## config.mk

```make
export PLATFORM = sky130hd
export DESIGN_NAME = dlx_mem_access_unit
export DESIGN_NICKNAME = d
export VERILOG_FILES = /design/src/rtl/dlx_mem_pkg.sv /design/src/rtl/dlx_mem_access_unit_lane.sv /design/src/rtl/dlx_mem_access_unit.sv
export SDC_FILE = /design/constraint.sdc
export NUM_CORES = 1
export LEC_CHECK = 0
export CAP_MARGIN = 20
export CORE_MARGIN = 2
export CORE_UTILIZATION = 29
export CTS_BUF_LIST = sky130_fd_sc_hd__clkbuf_16
export DETAILED_ROUTE_END_ITERATION = 16
export GPL_ROUTABILITY_DRIVEN = 0
export SETUP_SLACK_MARGIN = 0.5
export SLEW_MARGIN = 20
export SYNTH_ARGS = -nofsm -noshare
export SYNTH_HDL_FRONTEND = slang
export SYNTH_SLANG_ARGS = --single-unit
```

## constraint.sdc

```tcl
create_clock -name clk_i -period 2.1 [get_ports clk_i]
set_input_delay 0.21 -clock clk_i [delete_from_list [all_inputs] [get_ports clk_i]]
set_output_delay 0.21 -clock clk_i [all_outputs]
set_load 0.05 [all_outputs]
```

## src/rtl/dlx_mem_pkg.sv

```systemverilog
// dlx_mem_pkg: size encodings, FSM states and lane-position helpers (lane order set by DLX_MEM_BIG_ENDIAN_EN)
package dlx_mem_pkg;
  localparam logic [1:0] SZ_BYTE = 2'b00;
  localparam logic [1:0] SZ_HALF = 2'b01;
  localparam logic [1:0] SZ_WORD = 2'b10;
  localparam logic [1:0] SZ_ILL  = 2'b11;
  typedef enum logic [2:0] {IDLE, RD_ISSUE, RD_CAPTURE, WR_ISSUE, RESP} state_t;
  function automatic logic [4:0] byte_lsb(input logic [1:0] k);
`ifdef DLX_MEM_BIG_ENDIAN_EN
    return {~k, 3'b000};
`else
    return {k, 3'b000};
`endif
  endfunction
  function automatic logic [4:0] half_lsb(input logic h);
`ifdef DLX_MEM_BIG_ENDIAN_EN
    return {~h, 4'b0000};
`else
    return {h, 4'b0000};
`endif
  endfunction
endpackage

```

## src/rtl/dlx_mem_access_unit_lane.sv

```systemverilog
// dlx_mem_lane: load lane extract/extend and store lane merge; lane order from DLX_MEM_BIG_ENDIAN_EN
module dlx_mem_lane
  import dlx_mem_pkg::*;
(
  input  logic [1:0]  size,
  input  logic        sgn,
  input  logic [1:0]  off,
  input  logic [31:0] old_word,
  input  logic [31:0] wdata,
  output logic [31:0] rdata,
  output logic [31:0] merged
);
  logic [4:0]  b_sh, h_sh;
  logic [7:0]  rbyte;
  logic [15:0] rhalf;
  always_comb begin
    b_sh   = byte_lsb(off);
    h_sh   = half_lsb(off[1]);
    rbyte  = 8'(old_word >> b_sh);
    rhalf  = 16'(old_word >> h_sh);
    rdata  = size == SZ_BYTE ? {{24{sgn & rbyte[7]}}, rbyte} :
             size == SZ_HALF ? {{16{sgn & rhalf[15]}}, rhalf} : old_word;
    merged = size == SZ_BYTE ? (old_word & ~(32'h0000_00ff << b_sh)) | ({24'b0, wdata[7:0]} << b_sh) :
             size == SZ_HALF ? (old_word & ~(32'h0000_ffff << h_sh)) | ({16'b0, wdata[15:0]} << h_sh) : wdata;
  end
endmodule

```

## src/rtl/dlx_mem_access_unit.sv

```systemverilog
// dlx_mem_access_unit: DLX MEM-stage load/store front-end to a word RAM with read-modify-write sub-word stores
// Build option: DLX_MEM_BIG_ENDIAN_EN selects big-endian lane order (timing unchanged).
module dlx_mem_access_unit
  import dlx_mem_pkg::*;
#(
  parameter int DEPTH_WORDS = 64
) (
  input  logic        clk_i,
  input  logic        reset_n,
  input  logic        req_valid_i,
  output logic        req_ready_o,
  input  logic        req_we_i,
  input  logic [1:0]  req_size_i,
  input  logic        req_signed_i,
  input  logic [31:0] req_addr_i,
  input  logic [31:0] req_wdata_i,
  output logic        rsp_valid_o,
  input  logic        rsp_ready_i,
  output logic [31:0] rsp_rdata_o,
  output logic        rsp_err_o,
  output logic [31:0] ram_adr_o,
  output logic        ram_we_o,
  output logic [31:0] ram_data_o,
  input  logic [31:0] ram_data_i
);
  state_t      state;
  logic        r_we, r_signed, r_err, req_err;
  logic [1:0]  r_size;
  logic [31:0] r_addr, r_rdata, r_wr, rdata_ext, merged;
  assign req_err = (req_size_i == SZ_ILL) | (req_size_i == SZ_HALF & req_addr_i[0]) |
                   (req_size_i == SZ_WORD & |req_addr_i[1:0]) | (req_addr_i[31:2] >= 30'(DEPTH_WORDS));
  assign req_ready_o = reset_n & (state == IDLE);
  assign rsp_valid_o = state == RESP;
  assign rsp_rdata_o = r_rdata;
  assign rsp_err_o   = r_err;
  assign ram_adr_o   = {2'b00, r_addr[31:2]};
  assign ram_we_o    = state == WR_ISSUE;
  assign ram_data_o  = r_wr;
  dlx_mem_lane u_lane (
    .size(r_size), .sgn(r_signed), .off(r_addr[1:0]), .old_word(ram_data_i),
    .wdata(r_wr), .rdata(rdata_ext), .merged(merged)
  );
  // r_wr carries the raw store data until the RMW merge replaces it with the full word
  always_ff @(posedge clk_i or negedge reset_n) begin
    if (!reset_n) begin
      state    <= IDLE;
      r_we     <= 1'b0;
      r_signed <= 1'b0;
      r_size   <= SZ_BYTE;
      r_addr   <= '0;
      r_wr     <= '0;
      r_rdata  <= '0;
      r_err    <= 1'b0;
    end else begin
      case (state)
        IDLE: if (req_valid_i) begin
          r_we     <= req_we_i;
          r_size   <= req_size_i;
          r_signed <= req_signed_i;
          r_addr   <= req_addr_i;
          r_wr     <= req_wdata_i;
          r_rdata  <= '0;
          r_err    <= req_err;
          state    <= req_err ? RESP : (req_we_i & req_size_i == SZ_WORD) ? WR_ISSUE : RD_ISSUE;
        end
        RD_ISSUE: state <= RD_CAPTURE;
        RD_CAPTURE: begin
          if (r_we) r_wr <= merged;
          else r_rdata <= rdata_ext;
          state <= r_we ? WR_ISSUE : RESP;
        end
        WR_ISSUE: state <= RESP;
        RESP: if (rsp_ready_i) state <= IDLE;
        default: state <= IDLE;
      endcase
    end
  end
endmodule

```

==> metrics.txt <==
hold path depth=3; run status=finished, final reports clean; final worst slack=approximately 0.38 ns; die width=141 um; vias in the first global route=roughly 5,300; Final Hold Violating Endpoints=0; Layout Utilization=0.476; MaxCap Viol Count=0; largest net degree at the start of global routing=105; Final Slew Violations=0; row count=50; Synth Instances=about 600; worst vdd ir=between 500 and 600 uV; initial antenna violation count=0; Crit path max-delay family=simple AND/OR/NAND/NOR gates; CP required=2.35 ns; crit path DAT=1.97 ns; Clock Skews=0.00867 ns; Slew @ Worst Pin=0.573 ns; crit-path cells=buf_4, or4b_4, a22oi_2, o21ai_1, mux2_4; Final ANT Viol Nets=0; critical path type=flip-flop to flip-flop; TritonCTS Buffers=9; Final HPWL DP=around 15 mm; CTS Sinks=approximately 100; Leak=0.00414 uW; root buffer selected by CTS=clkbuf_16; top_reg_cell synth=dfrtp_1; 1st-iter DRT viols=347; minimum clock period=1.72 ns; IO buf count=about 200; Yosys cell types=52; final setup vio count=0; Remaining Overflow, GRT=0; reg2reg path depth=5; CP Capture Type=flip-flop; Initial Utilization=0.293; layout cells sized above 1=0.243; Reg2Reg Setup Slack=0.38 ns; worst path bufs/invs=1; RSZ-0062 raised after global routing=yes; Clk pin slew, worst setup/hold paths=0.07 ns; async set-reset flop share out of synthesis=1.00; power density over the cells=roughly 840 nW/um2; syn_area_per_cell=9.34 um2; DRC viols=0; clk buf depth=2; Rel. slew slack=0.618; area of the core=about 19,000 um2; number of detailed-route iterations in the first pass=5; fin crit share=0.820; Mapped Area=5450 um2; wirelength, routed=21.1 mm; die area=19,900 um2; first-pass GRT wire length=31.8 mm; Tightest Hold Check Type=primary input to flip-flop; #FFs+latches synth=104; DR vias/cell=5.15; largest stage delay on the critical path=0.54 ns; Setup TNS=0 ns; via count=5,348; io pins=204; Post-synth EDFFs=0; wire per inst=20.3 um; dpl ws=0.168 ns; nets@finish=903; Seq/Total Area, Yosys=0.478; Die Height=141 um; Synth-to-Final Area Change=62.3%; CTS tree=built; upper clock frequency limit=581 MHz; Crit Path Max Fanout=5; number of stages on the worst setup path=5; htree depth=3; CP Launch Type=flip-flop; Synth warnings=0; CP max stage cell=or4b_4; clk_lat worst skew=0.36 ns; gr usage total=0.210
## stage by stage
stage / power, uW / hold WS [ns] / instances / area [um2]
after detailed placement: 5500 / 0.378 / 980 / 7630
after global placement: 5490 / 0.378 / 980 / 7630
final: 7450 / 0.370 / 1039 / 8840
after floorplan: 4510 / -0.0856 / 584 / 5520
after CTS: 7340 / 0.358 / 1032 / 8550
after global routing: 7770 / 0.391 / 1038 / 8840
## path summary, 6_finish.rpt
| path | start | endpoint |
|---|---|---|
| hold / removal | req_addr_i[7] | r_addr[7]$_DFFE_PN0P_ |
| setup / recovery | r_size[0]$_DFFE_PN0P_ | flip-flop |
| hold reg to reg | r_addr[19]$_DFFE_PN0P_ | r_addr[19]$_DFFE_PN0P_ |
| setup reg to reg | r_size[0]$_DFFE_PN0P_ | flip-flop |
| min in group asynchronous | reset_n | rsp_rdata_o[4]$_DFFE_PN0P_ |
| max in group asynchronous | reset_n | asynchronous set/reset pin |
## routing by layer
layer	vias to the layer above	track usage	wire, um
li1	2476	-	-
met5	-	0	0
met3	40	0.0571	1870
met4	0	0.0758	661
met1	2557	0.274	8820
met2	275	0.337	9700
## logic make-up (layout without fill, tap and decap cells)
group,after synthesis,in the layout,synth area share
other,1,3,0.000689
and+or+nand+nor,215,219,0.178
AOI/OAI and AO/OA,154,154,0.201
DFF,104,104,0.478
muxes,26,26,0.0535
buffers and inverters,83,299,0.0887
## cell usage in the layout (no fill, tap or decap), types with 4 or more instances in the layout
master,netlist,routed
buf_6,5,24
mux2_2,7,5
clkdlybuf4s15_2,0,4
buf_16,0,4
o22a_1,8,8
o21ai_1,10,8
nor2_4,0,5
buf_12,0,8
o32ai_1,8,5
mux2_4,2,4
nor4_1,6,6
dfrtp_1,104,102
buf_4,33,33
clkdlybuf4s50_1,0,102
o22ai_2,0,7
nand2b_4,0,5
o21ai_2,1,19
mux2i_1,16,8
dlygate4sd2_1,0,89
a21oi_1,27,24
nand3_1,16,16
nor2_1,8,5
a22o_1,23,23
a221o_1,7,7
a22oi_2,3,8
and2_1,7,7
clkbuf_16,0,11
inv_1,11,9
nand2_1,152,152
o22ai_4,0,6
mux2i_2,0,8
o211ai_1,17,17
## where the power goes
part / switching, uW / total, uW / internal, uW / leakage (uW)
clock: 841 / 1670 / 830 / 0.000142
sequential: 230 / 2510 / 2280 / 0.00133
combinational: 2080 / 3270 / 1190 / 0.00267
## synthesized netlist by cell type, types with 4 or more instances
cell type | number | area [um2]
nand2b_1 | 6 | 37.5
o211ai_1 | 17 | 128
o21ai_0 | 21 | 105
o22ai_1 | 16 | 100
o22a_1 | 8 | 70.1
buf_1 | 5 | 18.8
mux2_2 | 7 | 78.8
inv_1 | 11 | 41.3
buf_4 | 33 | 248
a21oi_1 | 27 | 135
nand2_1 | 152 | 571
nand3_1 | 16 | 80.1
nor4_1 | 6 | 37.5
a22o_1 | 23 | 201
nor2_1 | 8 | 30.0
nor2b_1 | 4 | 25.0
dfrtp_1 | 104 | 2600
o32ai_1 | 8 | 70.1
and2_1 | 7 | 43.8
a22oi_1 | 5 | 37.5
clkbuf_1 | 20 | 75.1
a221o_1 | 7 | 70.1
o21ai_1 | 10 | 50.1
buf_2 | 8 | 40.0
buf_6 | 5 | 56.3
mux2i_1 | 16 | 160
## worst register-to-register path, stage by stage (launching register included)
cell and delay [ns]:
dfrtp_1 0.43, buf_4 0.15, or4b_4 0.54, a22oi_2 0.17, o21ai_1 0.07, mux2_4 0.25
## final cells by class
type,count,area [um2]
multi-input combinational,401,2870
sequential,104,2610
clock inverter,7,66.3
tap,234,293
antenna,1,2.50
inverter,12,46.3
timing repair buffer,271,2730
clock buffer,9,225
fill,1744,9740
## repair_timing
| item | in CTS | in global routing |
|---|---|---|
| hold buffers | 1 | 0 |
| gates resized for setup | 202 | 53 |
| setup endpoints to repair | 160 | 109 |
| gates cloned | 10 | 3 |
| endpoints found under the hold margin | 77 | 0 |
| pin swaps | 53 | 26 |
| buffers inserted | 25 | 3 |
Power figures use the tool's default switching activity.
